===== config.mk =====
export PLATFORM = sky130hd
export DESIGN_NAME = receiver2b
export DESIGN_NICKNAME = d
export VERILOG_FILES = /design/src/rtl/receiver2b.sv
export SDC_FILE = /design/constraint.sdc
export NUM_CORES = 1
export LEC_CHECK = 0
export BUFFER_PORTS_ARGS = -buffer_cell sky130_fd_sc_hd__buf_2
export CORE_ASPECT_RATIO = 0.7
export CORE_MARGIN = 3
export CORE_UTILIZATION = 53
export DETAILED_ROUTE_END_ITERATION = 10
export GPL_TIMING_DRIVEN = 0
export PLACE_DENSITY = 0.75
export RECOVER_POWER = 100
export SYNTH_ARGS = -nofsm -noshare
export SYNTH_HDL_FRONTEND = slang
export SYNTH_SLANG_ARGS = --single-unit

===== constraint.sdc =====
create_clock -name clk -period 1.8 [get_ports clk]
set_input_delay 0.18 -clock clk [delete_from_list [all_inputs] [get_ports clk]]
set_output_delay 0.18 -clock clk [all_outputs]
set_load 0.01 [all_outputs]

===== src/rtl/receiver2b.sv =====
// Two-frame (16-bit) oversampling serial receiver: start/8 data/stop per frame, MSB-first word assembly.
// Build option: define RX_SYNC_EN to insert a two-flop rx synchronizer ahead of sampling.
module receiver2b #(
   parameter int OVERSAMPLE = 16
) (
   input  logic        clk,
   input  logic        reset,
   input  logic        rx,
   output logic [15:0] data,
   output logic        data_received,
   output logic        frame_error,
   output logic [1:0]  state_out
);

   localparam int HALF = OVERSAMPLE / 2;
   localparam logic [6:0] HALF_LAST = 7'(HALF - 1);
   localparam logic [6:0] BIT_LAST  = 7'(OVERSAMPLE - 1);
   localparam logic [6:0] GAP_LAST  = 7'(2 * OVERSAMPLE - 1);

   typedef enum logic [1:0] {
      IDLE  = 2'd0,
      START = 2'd1,
      DATA  = 2'd2,
      STOP  = 2'd3
   } state_t;

   state_t      state;
   logic [6:0]  cnt;
   logic [2:0]  bit_cnt;
   logic [15:0] shreg;
   logic        frame_idx;
   logic        armed;
   logic        word_vld_p0;
   logic        rx_samp;
   logic        rx_prev;
   logic        fall_edge;

   // input stage: rx_samp feeds every sampling point, rx_prev is its one-cycle history
`ifdef RX_SYNC_EN
   logic rx_p0, rx_p1, rx_p2;

   always_ff @(posedge clk or posedge reset) begin
      if (reset) begin
         rx_p0 <= 1'b1;
         rx_p1 <= 1'b1;
         rx_p2 <= 1'b1;
      end else begin
         rx_p0 <= rx;
         rx_p1 <= rx_p0;
         rx_p2 <= rx_p1;
      end
   end

   assign rx_samp = rx_p1;
   assign rx_prev = rx_p2;
`else
   logic rx_p0;

   always_ff @(posedge clk or posedge reset) begin
      if (reset) rx_p0 <= 1'b1;
      else       rx_p0 <= rx;
   end

   assign rx_samp = rx;
   assign rx_prev = rx_p0;
`endif

   // armed guards against treating a line already low (after reset or a bad stop) as a start edge
   assign fall_edge = armed & rx_prev & ~rx_samp;
   assign state_out = state;

   always_ff @(posedge clk or posedge reset) begin
      if (reset) begin
         state         <= IDLE;
         cnt           <= '0;
         bit_cnt       <= '0;
         shreg         <= '0;
         frame_idx     <= 1'b0;
         armed         <= 1'b0;
         word_vld_p0   <= 1'b0;
         data          <= '0;
         data_received <= 1'b0;
         frame_error   <= 1'b0;
      end else begin
         data_received <= 1'b0;
         frame_error   <= 1'b0;
         word_vld_p0   <= 1'b0;
         if (rx_samp) armed <= 1'b1;

         // output stage: commit the assembled word one clock after the frame-1 stop sample
         if (word_vld_p0) begin
            data          <= shreg;
            data_received <= 1'b1;
         end

         case (state)
            IDLE: begin
               if (fall_edge) begin
                  state <= START;
                  cnt   <= '0;
               end else if (frame_idx) begin
                  if (cnt == GAP_LAST) begin
                     frame_error <= 1'b1;
                     frame_idx   <= 1'b0;
                     shreg       <= '0;
                     cnt         <= '0;
                  end else begin
                     cnt <= cnt + 7'd1;
                  end
               end
            end

            START: begin
               if (cnt == HALF_LAST) begin
                  cnt <= '0;
                  if (!rx_samp) begin
                     state   <= DATA;
                     bit_cnt <= '0;
                  end else begin
                     state <= IDLE;
                  end
               end else begin
                  cnt <= cnt + 7'd1;
               end
            end

            DATA: begin
               if (cnt == BIT_LAST) begin
                  cnt     <= '0;
                  shreg   <= {shreg[14:0], rx_samp};
                  bit_cnt <= bit_cnt + 3'd1;
                  if (bit_cnt == 3'd7) state <= STOP;
               end else begin
                  cnt <= cnt + 7'd1;
               end
            end

            STOP: begin
               if (cnt == BIT_LAST) begin
                  cnt   <= '0;
                  state <= IDLE;
                  if (rx_samp) begin
                     if (frame_idx) begin
                        word_vld_p0 <= 1'b1;
                        frame_idx   <= 1'b0;
                     end else begin
                        frame_idx <= 1'b1;
                     end
                  end else begin
                     frame_error <= 1'b1;
                     frame_idx   <= 1'b0;
                     shreg       <= '0;
                     armed       <= 1'b0;
                  end
               end else begin
                  cnt <= cnt + 7'd1;
               end
            end

            default: state <= IDLE;
         endcase
      end
   end

endmodule


==> results.py <==
metrics = {
    "power": {
        "clockPowerShare": 0.366,
        "ir_drop_mv": 0.520,
        "p_leak_nw": 1.45,
        "intPower_mw": 1.63,
        "pwr-share-comb": 0.077,
        "power.density_nw_per_um2": 700,
        "p_switching_uw": 467,
        "power_frac_seq": 0.557,
        "total_power_mw": 2.10,
        "power.share.switching": 0.222,
    },
    "setup_path": {
        "r2r_cells": 8,
        "arrival_ns": 2.10,
        "cp-endpoint": "shreg[7]",
        "rrSetupSlack_ns": -0.08,
        "worstSetupPathType": "reg2reg",
        "max_stage_delay_ns": 0.36,
        "cpLargestDelayFamily": "simple AND/OR/NAND/NOR gates",
        "worstPathMaxFanout": 5,
        "startpoint_type": "flip-flop",
        "r2r_start": "cnt[1]",
        "critPathSlowestCell": "dfrtp_1",
        "path_cells": "ha_2 > and2b_2 > and3_4 > nand2_4 > a211oi_4 > buf_6 > buf_8 > mux2i_2",
        "r2r_end": "shreg[7]",
        "crit_path_end_kind": "flip-flop",
        "cp_num_cells": 8,
        "cp.required_ns": 2.02,
        "crit_start": "cnt[1]",
        "worst-path-buf-inv": 2,
    },
    "synthesis": {
        "yosysTopAreaCellShare": 0.509,
        "syn_area_um2": 2410,
        "ys_warn_count": 0,
        "synth.area.top_cells": "dfrtp_1 51%, mux2_2 8.4%, mux2i_1 7.9%",
        "avgSynthCellArea_um2": 11.1,
        "synth_seq_cells": 50,
        "synth.yosys.seq_area_share": 0.520,
        "yosysUniqueCellTypes": 36,
        "synth_cells": 218,
        "synth_area_leader_cell": "dfrtp_1",
        "synth_nets": 230,
    },
    "finish": {
        "fin_area_um2": 3000,
        "final_util": 0.725,
        "final_cells": 323,
        "synthToLayoutAreaGrowth_pct": 24.5,
        "layout_commonest_cell": "dfrtp_1",
        "nets": 282,
        "n_fill_cell": 309,
        "final_cell_mix": "46 x dfrtp_1, 30 x nand2_1, 25 x inv_1, 21 x clkbuf_1",
        "drive_gt1_frac": 0.303,
        "n_antenna_cell": 0,
    },
    "route": {
        "dr.pass1.iters": 5,
        "wl_mm": 4.74,
        "drt_iter0_drc": 82,
        "routedWlPerCell_um": 14.7,
        "ant_nets": 0,
        "vias": 1721,
        "viasPerCell": 5.33,
        "drc": 0,
    },
    "global_route": {
        "grt_pass1_wl_mm": 8.33,
        "grt_usage": 0.192,
        "grt_max_degree": 30,
        "overflow": 0,
        "grt_pass1_vias": 1723,
        "antenna_found_initial": 0,
    },
    "clocking": {
        "cts_sinks": 50,
        "cts_tree": "done",
        "h-tree-depth": 2,
        "numCtsBuffers": 5,
        "cts.reportedPaths.clkPinSlew_ns": 0.09,
        "clk_latency_ns": 0.29,
        "cts-root-buf": "clkbuf_8",
        "clockBufferDepth": 2,
    },
    "floorplanning": {
        "initial_utilization": 0.583,
        "design.core.area_um2": 4140,
        "fp.dieArea_um2": 5400,
        "die_h_um": 62.4,
        "rows": 19,
        "io_pins": 23,
        "die_x_um": 86.6,
    },
    "sta": {
        "fin_tns_setup_ns": -0.694,
        "fin_crit_ns": 1.88,
        "clock_skew_ns": 0.00467,
        "final-hold-violation-count": 0,
        "fin_crit_sh": 1.04,
        "worst_slack_ns": -0.0791,
        "slew_headroom": 0.474,
        "fmax_mhz": 532,
        "hold_ws_ns": 0.0512,
        "slew_viol_final": 0,
        "rsz0062_at_grt": "yes",
        "setup_viol": 20,
        "max_slew.worst_pin.slew_ns": 0.789,
    },
    "run_status": {
        "status": "finished with violations",
        "violations": "setup timing",
    },
    "placed_design": {
        "portBuffers": 22,
        "placed_cells": 293,
        "dp_slack_ns": -0.336,
        "hpwl_mm": 3.17,
        "place_area_um2": 2630,
        "gp_congestion": 0.831,
    },
    "hold_path": {
        "hp-class": "in2reg",
        "min_path_cells": 1,
    },
    "flow_run": {
        "drv_cap": 0,
    },
}
worst reg2reg max path, stage by stage (launching register included):
cell      delay [ns]
dfrtp_1         0.36
ha_2            0.19
and2b_2         0.19
and3_4          0.24
nand2_4         0.06
a211oi_4        0.27
buf_6           0.16
buf_8           0.13
mux2i_2         0.20
metal layers:
metal / part of all wire / vias to the layer above / global-route usage
li1: - / 837 / -
met4: 0.0040 / 0 / 0.0350
met3: 0.052 / 2 / 0.0408
met1: 0.50 / 842 / 0.287
met2: 0.45 / 40 / 0.291
met5: 0 / - / 0
worst min-delay path by stage:
stage	start	endpoint	slack [ns]
finish	rx	rx_p0	0.05
CTS	rx	rx_p0	0.03
detailed placement	reset	shreg[6]	0.22
global placement	rx	rx_p0	0.35
floorplan	rx	rx_p0	0.18
global route	rx	rx_p0	0.03
state kept, by name, indices dropped and copies added, names as in the netlist, named ones only:
name / count
rx_p0: 1
data: 16
data_received: 1
bit_cnt: 3
armed: 1
shreg: 16
frame_error: 1
word_vld_p0: 1
frame_idx: 1
cnt: 7
state_out: 1
area by class of cell:
| type | instances | area, um2 | area share |
|---|---|---|---|
| Sequential cell | 50 | 1260 | 0.419 |
| Multi-Input combinational cell | 135 | 1140 | 0.380 |
| Timing Repair Buffer | 46 | 292 | 0.0972 |
| Inverter | 27 | 101 | 0.0338 |
| Clock buffer | 6 | 72.6 | 0.0242 |
| Tap cell | 52 | 65.1 | 0.0217 |
| Clock inverter | 2 | 37.5 | 0.0125 |
| Buffer | 5 | 33.8 | 0.0113 |
repair_timing:
| item | 4_1_cts | 5_1_grt |
|---|---|---|
| pin swaps | 7 | 6 |
| gates resized for setup | 16 | 14 |
| hold buffers | 1 | 0 |
| cloned | 1 | 0 |
| endpoints found under the hold margin | 21 | 0 |
| setup buffers | 16 | 6 |
| setup endpoints to repair | 25 | 27 |
power groups by stage:
stage / sequential (mW) / clock [mW] / combinational [mW]
2_1_floorplan: 1.19 / 0 / 0.0949
3_5_place_dp: 1.19 / 0 / 0.130
5_1_grt: 1.17 / 0.837 / 0.180
3_3_place_gp: 1.19 / 0 / 0.119
6_report: 1.17 / 0.769 / 0.161
4_1_cts: 1.17 / 0.792 / 0.158
cells by family (layout without fill, tap and decap cells):
family,Yosys count,after routing,share of synthesized area
and+or+nand+nor,61,61,0.121
DFF,50,50,0.520
muxes,37,37,0.163
buffers and inverters,33,86,0.0561
AOI/OAI and AO/OA,28,28,0.0929
adders and majority gates,9,9,0.0467
cells in the mapped netlist:
cell type  count
a211oi_4       1
a21o_1         2
a21oi_1        2
a221oi_1       1
a22o_1         3
a2bb2oi_1      1
a31o_2         1
a31oi_1        1
a31oi_4        1
a41o_1         1
a41oi_1        2
and2b_1        1
and3_1         2
and3_2         1
and4_4         1
buf_8          1
clkbuf_1       5
dfrtp_1       49
dfstp_2        1
ha_1           9
inv_1         27
mux2_2        18
mux2i_1       19
nand2_1       31
nand3_1        3
nand3b_1       2
nand4_1        1
nor2_1        12
nor2b_1        2
nor3_1         2
nor3b_4        1
nor4_1         1
nor4b_1        1
o21ai_0        9
o21ai_2        1
o22a_1         2
(Power assumes the default switching activity.)
